### src/rtl/spi_ctrl_pkg.sv
// spi_ctrl_pkg: shared FSM states, command encodings, frame sizes and defaults
// for the SPI accelerometer-configuration control core.
package spi_ctrl_pkg;

    localparam int DEF_HALF_DIV  = 10;
    localparam int DEF_BYTE_BITS = 8;

    typedef enum logic [1:0] {IDLE, SEL, XFER, GAP} state_t;

    localparam logic [1:0] CMD_READ  = 2'd0;
    localparam logic [1:0] CMD_RANGE = 2'd1;
    localparam logic [1:0] CMD_FIFO  = 2'd2;
    localparam logic [1:0] CMD_MEAS  = 2'd3;

    // Bytes per frame, indexed by command: [3]=meas, [2]=fifo, [1]=range, [0]=read
    localparam logic [3:0][1:0] FRAME_SIZE = {2'd3, 2'd2, 2'd3, 2'd3};

endpackage

### src/rtl/spi_ctrl_if.sv
// spi_ctrl_if: control bundle between the SPI control core and its shift register.
//   power                  : run request into the core
//   sclk/sclk_rise/fall    : serial clock and its one-clk edge pulses
//   cs/transfer/load       : chip select (low), frame active, next-byte request
//   receive/data_select    : read-frame flag and command index
//   byte_count/done        : bytes completed and frame-complete flag
interface spi_ctrl_if;
    logic       power;
    logic       sclk;
    logic       sclk_rise;
    logic       sclk_fall;
    logic       cs;
    logic       transfer;
    logic       load;
    logic       receive;
    logic [1:0] data_select;
    logic [1:0] byte_count;
    logic       done;

    modport master (
        input  power,
        output sclk, sclk_rise, sclk_fall, cs, transfer, load,
               receive, data_select, byte_count, done
    );

    modport slave (
        input  sclk, sclk_rise, sclk_fall, cs, transfer, load,
               receive, data_select, byte_count, done
    );
endinterface

### src/rtl/spi_sclk_gen.sv
// spi_sclk_gen: free-running SCLK divider with registered edge pulses.
//   clk, rst_n          : system clock, async active-low reset
//   sclk                : divided clock, toggles every HALF_DIV clks
//   sclk_rise/sclk_fall : high in the same cycle sclk changes 0->1 / 1->0
module spi_sclk_gen import spi_ctrl_pkg::*; #(
    parameter int HALF_DIV = DEF_HALF_DIV
) (
    input  logic clk,
    input  logic rst_n,
    output logic sclk,
    output logic sclk_rise,
    output logic sclk_fall
);

    localparam int CW = HALF_DIV > 1 ? $clog2(HALF_DIV) : 1;

    logic [CW-1:0] cnt;
    logic          tc;

    assign tc = cnt == CW'(HALF_DIV - 1);

    // Pulses are registered alongside sclk so they line up with the new level.
    always_ff @(posedge clk or negedge rst_n) begin
        if (!rst_n) begin
            cnt       <= '0;
            sclk      <= 1'b0;
            sclk_rise <= 1'b0;
            sclk_fall <= 1'b0;
        end else begin
            cnt       <= tc ? '0 : cnt + 1'b1;
            sclk      <= sclk ^ tc;
            sclk_rise <= tc & ~sclk;
            sclk_fall <= tc & sclk;
        end
    end

endmodule

### src/rtl/spi_ctrl_core.sv
// spi_ctrl_core: SPI configuration master control - sequences range, FIFO-off and
// measure commands, then repeats 3-byte read frames while power is held.
//   clk, rst_n : 100 MHz system clock, async active-low reset
//   bus        : spi_ctrl_if master - power in; sclk, strobes, cs, command index out
module spi_ctrl_core import spi_ctrl_pkg::*; #(
    parameter int HALF_DIV  = DEF_HALF_DIV,
    parameter int BYTE_BITS = DEF_BYTE_BITS
) (
    input  logic       clk,
    input  logic       rst_n,
    spi_ctrl_if.master bus
);

    localparam int BW = $clog2(BYTE_BITS);

    state_t        state_q, state_d;
    logic [1:0]    ds_q, ds_d;
    logic          rcv_q, rcv_d;
    logic          entry_q;
    logic [BW-1:0] bit_cnt;
    logic [1:0]    byte_cnt;
    logic          sclk_rise, sclk_fall;
    logic          done, transfer, byte_end, to_read;

    spi_sclk_gen #(.HALF_DIV(HALF_DIV)) u_sclk (
        .clk       (clk),
        .rst_n     (rst_n),
        .sclk      (bus.sclk),
        .sclk_rise (sclk_rise),
        .sclk_fall (sclk_fall)
    );

    assign transfer = state_q == XFER;
    assign done     = byte_cnt == FRAME_SIZE[ds_q];
    assign byte_end = bit_cnt == BW'(BYTE_BITS - 1);
    assign to_read  = ds_q == CMD_MEAS || ds_q == CMD_READ;

    // Clearing on !power as well lets counters reach 0 in the same clk the FSM drops to IDLE.
    always_ff @(posedge clk or negedge rst_n) begin
        if (!rst_n) begin
            bit_cnt  <= '0;
            byte_cnt <= '0;
        end else if (!transfer || !bus.power) begin
            bit_cnt  <= '0;
            byte_cnt <= '0;
        end else if (sclk_rise) begin
            bit_cnt  <= byte_end ? '0 : bit_cnt + 1'b1;
            byte_cnt <= byte_cnt + {1'b0, byte_end & ~done};
        end
    end

    // entry_q marks the first cycle of SEL, where the first byte is requested.
    always_ff @(posedge clk or negedge rst_n) begin
        if (!rst_n) begin
            state_q <= IDLE;
            ds_q    <= CMD_READ;
            rcv_q   <= 1'b0;
            entry_q <= 1'b0;
        end else begin
            state_q <= state_d;
            ds_q    <= ds_d;
            rcv_q   <= rcv_d;
            entry_q <= state_d == SEL && state_q != SEL;
        end
    end

    // Transitions only on sclk_fall so SEL and GAP each last exactly one SCLK period.
    always_comb begin
        state_d = state_q;
        ds_d    = ds_q;
        rcv_d   = rcv_q;
        if (!bus.power) begin
            state_d = IDLE;
            ds_d    = CMD_READ;
            rcv_d   = 1'b0;
        end else if (sclk_fall) begin
            case (state_q)
                IDLE: begin
                    state_d = SEL;
                    ds_d    = CMD_RANGE;
                end
                SEL:  state_d = XFER;
                XFER: state_d = done ? GAP : XFER;
                GAP: begin
                    state_d = SEL;
                    ds_d    = ds_q == CMD_RANGE ? CMD_FIFO :
                              ds_q == CMD_FIFO  ? CMD_MEAS : CMD_READ;
                    rcv_d   = rcv_q | to_read;
                end
            endcase
        end
    end

    // Later bytes are requested on the sclk_fall that closes each byte, until the frame is full.
    assign bus.load        = (state_q == SEL && entry_q) ||
                             (transfer && sclk_fall && bit_cnt == '0 && !done);
    assign bus.cs          = !(state_q == SEL || state_q == XFER);
    assign bus.transfer    = transfer;
    assign bus.receive     = rcv_q;
    assign bus.data_select = ds_q;
    assign bus.byte_count  = byte_cnt;
    assign bus.done        = done;
    assign bus.sclk_rise   = sclk_rise;
    assign bus.sclk_fall   = sclk_fall;

endmodule

### src/flat_wrapper.sv
// flat-port wrapper written by rule: the top's interface ports become plain ports
module spi_ctrl_core_flat import spi_ctrl_pkg::*;
#(
    parameter int HALF_DIV  = DEF_HALF_DIV,
    parameter int BYTE_BITS = DEF_BYTE_BITS
)
  (clk, rst_n, bus_power, bus_sclk, bus_sclk_rise, bus_sclk_fall, bus_cs, bus_transfer, bus_load, bus_receive, bus_data_select, bus_byte_count, bus_done);
  spi_ctrl_if bus_i ();
  input  logic clk;
  input  logic rst_n;
  input wire logic [$bits(bus_i.power)-1:0] bus_power;
  output wire logic [$bits(bus_i.sclk)-1:0] bus_sclk;
  output wire logic [$bits(bus_i.sclk_rise)-1:0] bus_sclk_rise;
  output wire logic [$bits(bus_i.sclk_fall)-1:0] bus_sclk_fall;
  output wire logic [$bits(bus_i.cs)-1:0] bus_cs;
  output wire logic [$bits(bus_i.transfer)-1:0] bus_transfer;
  output wire logic [$bits(bus_i.load)-1:0] bus_load;
  output wire logic [$bits(bus_i.receive)-1:0] bus_receive;
  output wire logic [$bits(bus_i.data_select)-1:0] bus_data_select;
  output wire logic [$bits(bus_i.byte_count)-1:0] bus_byte_count;
  output wire logic [$bits(bus_i.done)-1:0] bus_done;
  assign bus_i.power = bus_power;
  assign bus_sclk = bus_i.sclk;
  assign bus_sclk_rise = bus_i.sclk_rise;
  assign bus_sclk_fall = bus_i.sclk_fall;
  assign bus_cs = bus_i.cs;
  assign bus_transfer = bus_i.transfer;
  assign bus_load = bus_i.load;
  assign bus_receive = bus_i.receive;
  assign bus_data_select = bus_i.data_select;
  assign bus_byte_count = bus_i.byte_count;
  assign bus_done = bus_i.done;
  spi_ctrl_core #(.HALF_DIV(HALF_DIV), .BYTE_BITS(BYTE_BITS)) u_core (.clk(clk), .rst_n(rst_n), .bus(bus_i));
endmodule
### config.mk
export PLATFORM = sky130hd
export DESIGN_NAME = spi_ctrl_core_flat
export DESIGN_NICKNAME = d
export VERILOG_FILES = /design/src/rtl/spi_ctrl_pkg.sv /design/src/rtl/spi_ctrl_if.sv /design/src/rtl/spi_sclk_gen.sv /design/src/rtl/spi_ctrl_core.sv /design/src/flat_wrapper.sv
export SDC_FILE = /design/constraint.sdc
export NUM_CORES = 1
export LEC_CHECK = 0
export BUFFER_PORTS_ARGS = -buffer_cell sky130_fd_sc_hd__buf_2
export CORE_MARGIN = 1.5
export CORE_UTILIZATION = 35
export DETAILED_ROUTE_END_ITERATION = 10
export PLACE_DENSITY = 0.62
export SKIP_CTS_REPAIR_TIMING = 1
export SLEW_MARGIN = 20
export SYNTH_ARGS = -nofsm -noshare
export SYNTH_HDL_FRONTEND = slang
export SYNTH_HIERARCHICAL = 1
export SYNTH_SLANG_ARGS = --single-unit
### constraint.sdc
create_clock -name clk -period 1.4 [get_ports clk]
set_input_delay 0 -clock clk [delete_from_list [all_inputs] [get_ports clk]]
set_output_delay 0 -clock clk [all_outputs]
set_load 0.03 [all_outputs]
; Word level (Yosys, flattened, before mapping)
; Cells that the tools add are included.
[totals]
output_inout_bits = 12
inputBits = 3
elab_cells = 75
reg_bits = 18
[classes]
n_mux = 20
eq_ne = 14
add_sub_neg = 3
bitwise = 7
order_cmp = 1
reduce_logical = 20
[op_table]
columns = operator, n
row1 = $mux 2, 9
row2 = $mux 3, 3
row3 = $eq 2x2->1 const B, 4
row4 = $eq 2x1->1 const B, 3
row5 = $ne 2x1->1 const B, 3
row6 = $pmux 2 s3, 1
row7 = $logic_and 1x1->1, 5
row8 = $add 4x1->4 const B, 1
row9 = $bmux 2 s2, 1
row10 = $eq 4x4->1 const B, 1
row11 = $logic_not 1->1, 4
row12 = $logic_not 2->1, 2
row13 = $logic_or 1x1->1, 4
row14 = $mux 1, 4
row15 = $mux 4, 1
row16 = $pmux 2 s2, 1
row17 = $reduce_and 2->1, 2
row18 = $add 3x1->3 const B, 1
row19 = $and 1x1->1, 3
row20 = $eq 3x3->1 const B, 1
row21 = $logic_not 3->1, 1
row22 = $lt 2x3->1 const B, 1
row23 = $ne 3x1->1 const B, 1
row24 = $add 2x1->2, 1
row25 = other kinds (6), 7

; Logic depth before layout (Yosys ltp)
[logic_depth]
ltp_word = 9
depth_mapped = 9
depth_no_buf = 9

; Cells and area by module
; The synthesis kept the hierarchy.
[modules_own_cells]
columns = mod, cells_each, seq_area_each_um2, n_inst, area_each_um2
row1 = spi_ctrl_core, 66, 275.3, 1, 669.4
row2 = spi_sclk_gen, 22, 175.2, 1, 282.8

; Worst setup path before layout
; OpenSTA, ideal clock, no wires.
[synth_path]
path_kind = register -> register
from = register u_core.ds_q[0] (netlist: u_core/bus.data_select[0])
to = register u_core.byte_cnt[0] (netlist: u_core/bus.byte_count[0])
setup_ns = 0.122
path_buffers = 0
t_required_ns = 1.278
path_stages_with_launch = 9
period_less_slack_ns = 1.959
slack_ns = -0.559
arrival_ns = 1.837
path_cell_list = dfrtp_1 inv_1 ha_1 xor2_1 and2_1 nor2b_1 ha_1 mux2i_1 nor2_1
[synth_between]
elab_chain_cells = 8
[synth_rtl]
columns = element, line_no
row1 = from (decl), spi_ctrl_core.sv:17  ; logic [1:0] ds_q, ds_d;
row2 = from (signal assigned), spi_ctrl_core.sv:61  ; ds_q <= ds_d;
row3 = $bmux 2 s2, spi_ctrl_core.sv:34  ; assign done = byte_cnt == FRAME_SIZE[ds_q];
row4 = $mux 2 (implied by the code), spi_ctrl_core.sv:34
row5 = $eq 2x2->1, spi_ctrl_core.sv:34
row6 = named net bus_done, flat_wrapper.sv:21  ; output wire logic [$bits(bus_i.done)-1:0] bus_done;
row7 = $not 1->1, spi_ctrl_core.sv:48  ; byte_cnt <= byte_cnt + {1'b0, byte_end & ~done};
row8 = $and 1x1->1, spi_ctrl_core.sv:48
row9 = $add 2x1->2, spi_ctrl_core.sv:48
row10 = $mux 2, spi_ctrl_core.sv:46  ; end else if (sclk_rise) begin
row11 = $mux 2, spi_ctrl_core.sv:43  ; end else if (!transfer || !bus.power) begin
row12 = to (signal assigned), spi_ctrl_core.sv:48
row13 = to (decl), spi_ctrl_core.sv:21  ; logic [1:0] byte_cnt;
; The timed path passes the listed nets, and every way through them passes these cells. The select of a mux whose other input is x is not followed.
; A chain may end at the register's enable or synchronous reset.

; Worst setup path after layout
[layout_path]
from = register u_core.ds_q[1] (netlist: u_core/bus.data_select[1])
to = output bus_load
[layout_between]
elab_chain_cells = 6
[layout_rtl]
columns = element, line_no
row1 = $bmux 2 s2, spi_ctrl_core.sv:34
row2 = $mux 2 (implied by the code), spi_ctrl_core.sv:34
row3 = $eq 2x2->1, spi_ctrl_core.sv:34
row4 = $logic_not 1->1, spi_ctrl_core.sv:96  ; (transfer && sclk_fall && bit_cnt == '0 && !done);
row5 = $logic_and 1x1->1, spi_ctrl_core.sv:96
row6 = $logic_or 1x1->1, spi_ctrl_core.sv:95  ; assign bus.load = (state_q == SEL && entry_q) ||
row7 = to (decl), flat_wrapper.sv:17  ; output wire logic [$bits(bus_i.load)-1:0] bus_load;
; No other way between the ends. The select of a mux whose other input is x is not followed.

==> flow_metrics.env <==
export IMPL_grt_max_degree=19
export IMPL_routed_wl_um=1830
export IMPL_avgRoutedWirePerCell_um=12.6
export IMPL_setup_worst_path_end_class="output pin"
export IMPL_rsz0062_at_grt="true"
export IMPL_synth_area_um2=952
export IMPL_clk_pin_slew_worst_paths_ns=0.11
export IMPL_power_uw=817
export IMPL_status="finished with violations"
export IMPL_maxSlewViolCount=0
export IMPL_ys_warn_count=6
export IMPL_syn_nets=101
export IMPL_finalHoldViolations=0
export IMPL_critical_path_class="flop to output pin"
export IMPL_dpl_hpwl_um=1310
export IMPL_gp_congestion=0.715
export IMPL_gr_usage_all_layers_pct=13.7
export IMPL_post_dp_cell_area_mm2=0.00110
export IMPL_place_ws_ns=-0.142
export IMPL_hp_class="input pin to async pin"
export IMPL_cp_data_required_time_ns=1.40
export IMPL_fillers=245
export IMPL_synthCells=88
export IMPL_fmax_ghz=0.632
export IMPL_fp_dieH_um=55.2
export IMPL_portBuffers=14
export IMPL_worstPathMaxFanout=3
export IMPL_clock_sinks=18
export IMPL_final_min_clock_period_ns=1.58
export IMPL_p_leak_nw=0.580
export IMPL_num_vias=709
export IMPL_max_slew_margin_pct=71.3
export IMPL_min_period_over_period_pct=113
export IMPL_h_tree_depth=1
export IMPL_floorplan_initialDensity_pct=37.7
export IMPL_clockBufferDepth=2
export IMPL_ys_seq_area_share_pct=47.3
export IMPL_root_buffer="clkbuf_4"
export IMPL_area_growth_pct=26.0
export IMPL_clock_latency_ns=0.30
export IMPL_drt_pass1_iterations=2
export IMPL_cts_tree="yes"
export IMPL_power_internal_uw=639
export IMPL_final_cell_area_mm2=0.00120
export IMPL_syn_mean_instance_area_um2=10.8
export IMPL_die_width_um=55.2
export IMPL_antenna_found_initial=0
export IMPL_power_switching_share_pct=21.8
export IMPL_p_switching_uw=178
export IMPL_viasPerCell=4.89
export IMPL_synth_ff_latch_count=18
export IMPL_combPwrFrac_pct=2.8
export IMPL_gr_total_overflow=0
export IMPL_numCtsBuffers=3
export IMPL_grt_pass1_vias=596
export IMPL_setup_ws_ns=-0.181
export IMPL_crit_path_start_kind="flop"
export IMPL_seqPwrFrac_pct=63.6
export IMPL_drive_above_1_share_pct=35.7
export IMPL_arrival_ns=1.58
export IMPL_fin_tns_setup_ns=-0.645
export IMPL_ant_nets=0
export IMPL_nNetsFinal=129
export IMPL_tightestPinTransition_ns=0.430
export IMPL_p_per_area_mw_per_mm2=681
export IMPL_drv_cap=0
export IMPL_core_rowCount=18
export IMPL_peakVddDrop_uv=509
export IMPL_drcViolationCount=0
export IMPL_finalSetupViolCount=5
export IMPL_skew_ns=0.0192
export IMPL_die_area_mm2=0.00304
export IMPL_clkPwrFrac_pct=33.6
export IMPL_drtIter0Drc=4
export IMPL_diodes=0
export IMPL_synth_cell_types=29
export IMPL_grt_pass1_wl_um=2740
export IMPL_violations="setup timing"
export IMPL_io_pins=15
export IMPL_core_area_mm2=0.00252
==> cells by family (layout without fill, tap and decap cells) <==
| logic type | after synthesis | in the layout | synth area share (%) |
|---|---|---|---|
| AOI/OAI and AO/OA | 12 | 12 | 7.62 |
| xor gates and xnor gates | 3 | 3 | 2.76 |
| buffers and inverters | 12 | 39 | 5.65 |
| and+or+nand+nor | 28 | 28 | 18.1 |
| adders and majority gates | 10 | 10 | 13.1 |
| DFF | 18 | 18 | 47.3 |
| muxes | 5 | 5 | 5.39 |
==> per-stage QoR <==
stage	utilization (%)	hold slack, ns	instances
2_1_floorplan	-	-0.296	88
3_3_place_gp	43.6	-0.0450	135
3_5_place_dp	43.6	-0.0340	135
4_1_cts	44.6	-0.380	139
5_1_grt	47.6	0.181	145
6_report	47.6	0.144	145
==> worst max-delay path: stages, from the launching register on <==
cell and delay [ns]:
dfrtp_2 0.45, ha_4 0.17, xor2_2 0.14, and2_4 0.15
buf_6 0.11, o21ai_2 0.11, buf_6 0.14
==> synth_stat cells, drive strengths merged <==
master  number  area, µm²
nor2b        4       32.5
a31oi        2       12.5
and2         2       12.5
or2          1       6.26
nand3b       1       7.51
nand2        7       28.8
mux2         1       11.3
buf          2       16.3
xor2         2       17.5
dfrtp       18        450
nor3         1       5.00
o211ai       1       7.51
mux2i        4       40.0
a21boi       1       7.51
nand3        1       5.00
a221o        1       10.0
a21oi        3       15.0
nand2b       1       6.26
o21ai        4       20.0
xnor2        1       8.76
nor3b        3       37.5
inv         10       37.5
ha          10        125
nor2         6       22.5
nand4b       1       8.76
==> cells in the final DEF, fill, tap and decap left out <==
| cell type | Yosys | routed |
|---|---|---|
| dfrtp_1 | 18 | 15 |
| buf_2 | 1 | 12 |
| buf_4 | 0 | 9 |
| ha_1 | 10 | 9 |
| inv_1 | 10 | 8 |
| nand2_1 | 6 | 6 |
| nor2_1 | 6 | 6 |
| mux2i_1 | 4 | 4 |
| clkbuf_4 | 0 | 3 |
| nor2b_1 | 3 | 3 |
| nor3b_2 | 3 | 3 |
| a21oi_1 | 3 | 3 |
| dfrtp_2 | 0 | 3 |
| dlygate4sd3_1 | 0 | 2 |
| buf_6 | 1 | 2 |
| inv_2 | 0 | 2 |
| a31oi_1 | 2 | 2 |
| o21ai_0 | 2 | 2 |
| clkbuf_1 | 0 | 1 |
| xor2_2 | 0 | 1 |
| and2_4 | 0 | 1 |
| nand3_1 | 1 | 1 |
| o211ai_1 | 1 | 1 |
| nand4b_1 | 1 | 1 |
| o21ai_2 | 0 | 1 |
| nand2b_1 | 1 | 1 |
| nand3b_1 | 1 | 1 |
| xor2_1 | 2 | 1 |
| nand2_2 | 1 | 1 |
| or2_0 | 1 | 1 |
| a21boi_1 | 1 | 1 |
| ha_4 | 0 | 1 |
| nor2b_4 | 1 | 1 |
| xnor2_1 | 1 | 1 |
| mux2_2 | 1 | 1 |
| o21ai_1 | 2 | 1 |
| nor3_1 | 1 | 1 |
| a221o_1 | 1 | 1 |
| and2_1 | 2 | 1 |
==> power by group through the flow <==
stage	clock, mW	sequential (mW)	combinational (mW)
6_report	0.274	0.520	0.0228
5_1_grt	0.318	0.520	0.0266
4_1_cts	0.294	0.520	0.0198
3_5_place_dp	0	0.530	0.0198
3_3_place_gp	0	0.530	0.0187
2_1_floorplan	0	0.530	0.00290
==> path summary, 6_finish.rpt <==
kind / to / slack, ns / cells after the start / start
min in group clk: u_core/u_sclk/cnt[0] / 0.52 / 1 / u_core/u_sclk/cnt[0]
setup reg to reg: u_core/bus.byte_count[0] / -0.17 / 8 / u_core/bus.data_select[0]
setup / recovery: bus_load / -0.18 / 6 / u_core/bus.data_select[1]
max in group asynchronous: u_core/u_sclk/cnt[1] / 0.94 / 2 / rst_n
hold / removal: u_core/state_q[1] / 0.14 / 2 / rst_n
hold reg to reg: u_core/u_sclk/cnt[0] / 0.52 / 1 / u_core/u_sclk/cnt[0]
==> final cells by class <==
cell class | count | area (µm²) | share of cell area, %
Tap cell | 30 | 37.5 | 3.13
Multi-Input combinational cell | 58 | 474 | 39.5
Clock buffer | 4 | 26.3 | 2.19
Inverter | 10 | 37.5 | 3.13
Sequential cell | 18 | 454 | 37.9
Timing Repair Buffer | 25 | 170 | 14.2
==> state kept, by name (all words and copies together) (netlist names) <==
name and cells:
u_core/u_sclk/sclk_fall 1, u_core/bus.byte_count 2, u_core/bus.receive 1, u_core/u_sclk/sclk 1, u_core/u_sclk/sclk_rise 1, u_core/entry_q 1
u_core/state_q 2, u_core/bit_cnt 3, u_core/bus.data_select 2, u_core/u_sclk/cnt 4
==> per-layer routing <==
metal / global-route usage (%) / part of all wire, % / up-vias
met4: 4.88 / 1.0 / 0
met2: 22.4 / 49 / 14
li1: - / - / 346
met5: 0 / 0 / -
met1: 15.7 / 45 / 347
met3: 6.18 / 5.2 / 2
Note: power is estimated with default switching activity, not from simulation.
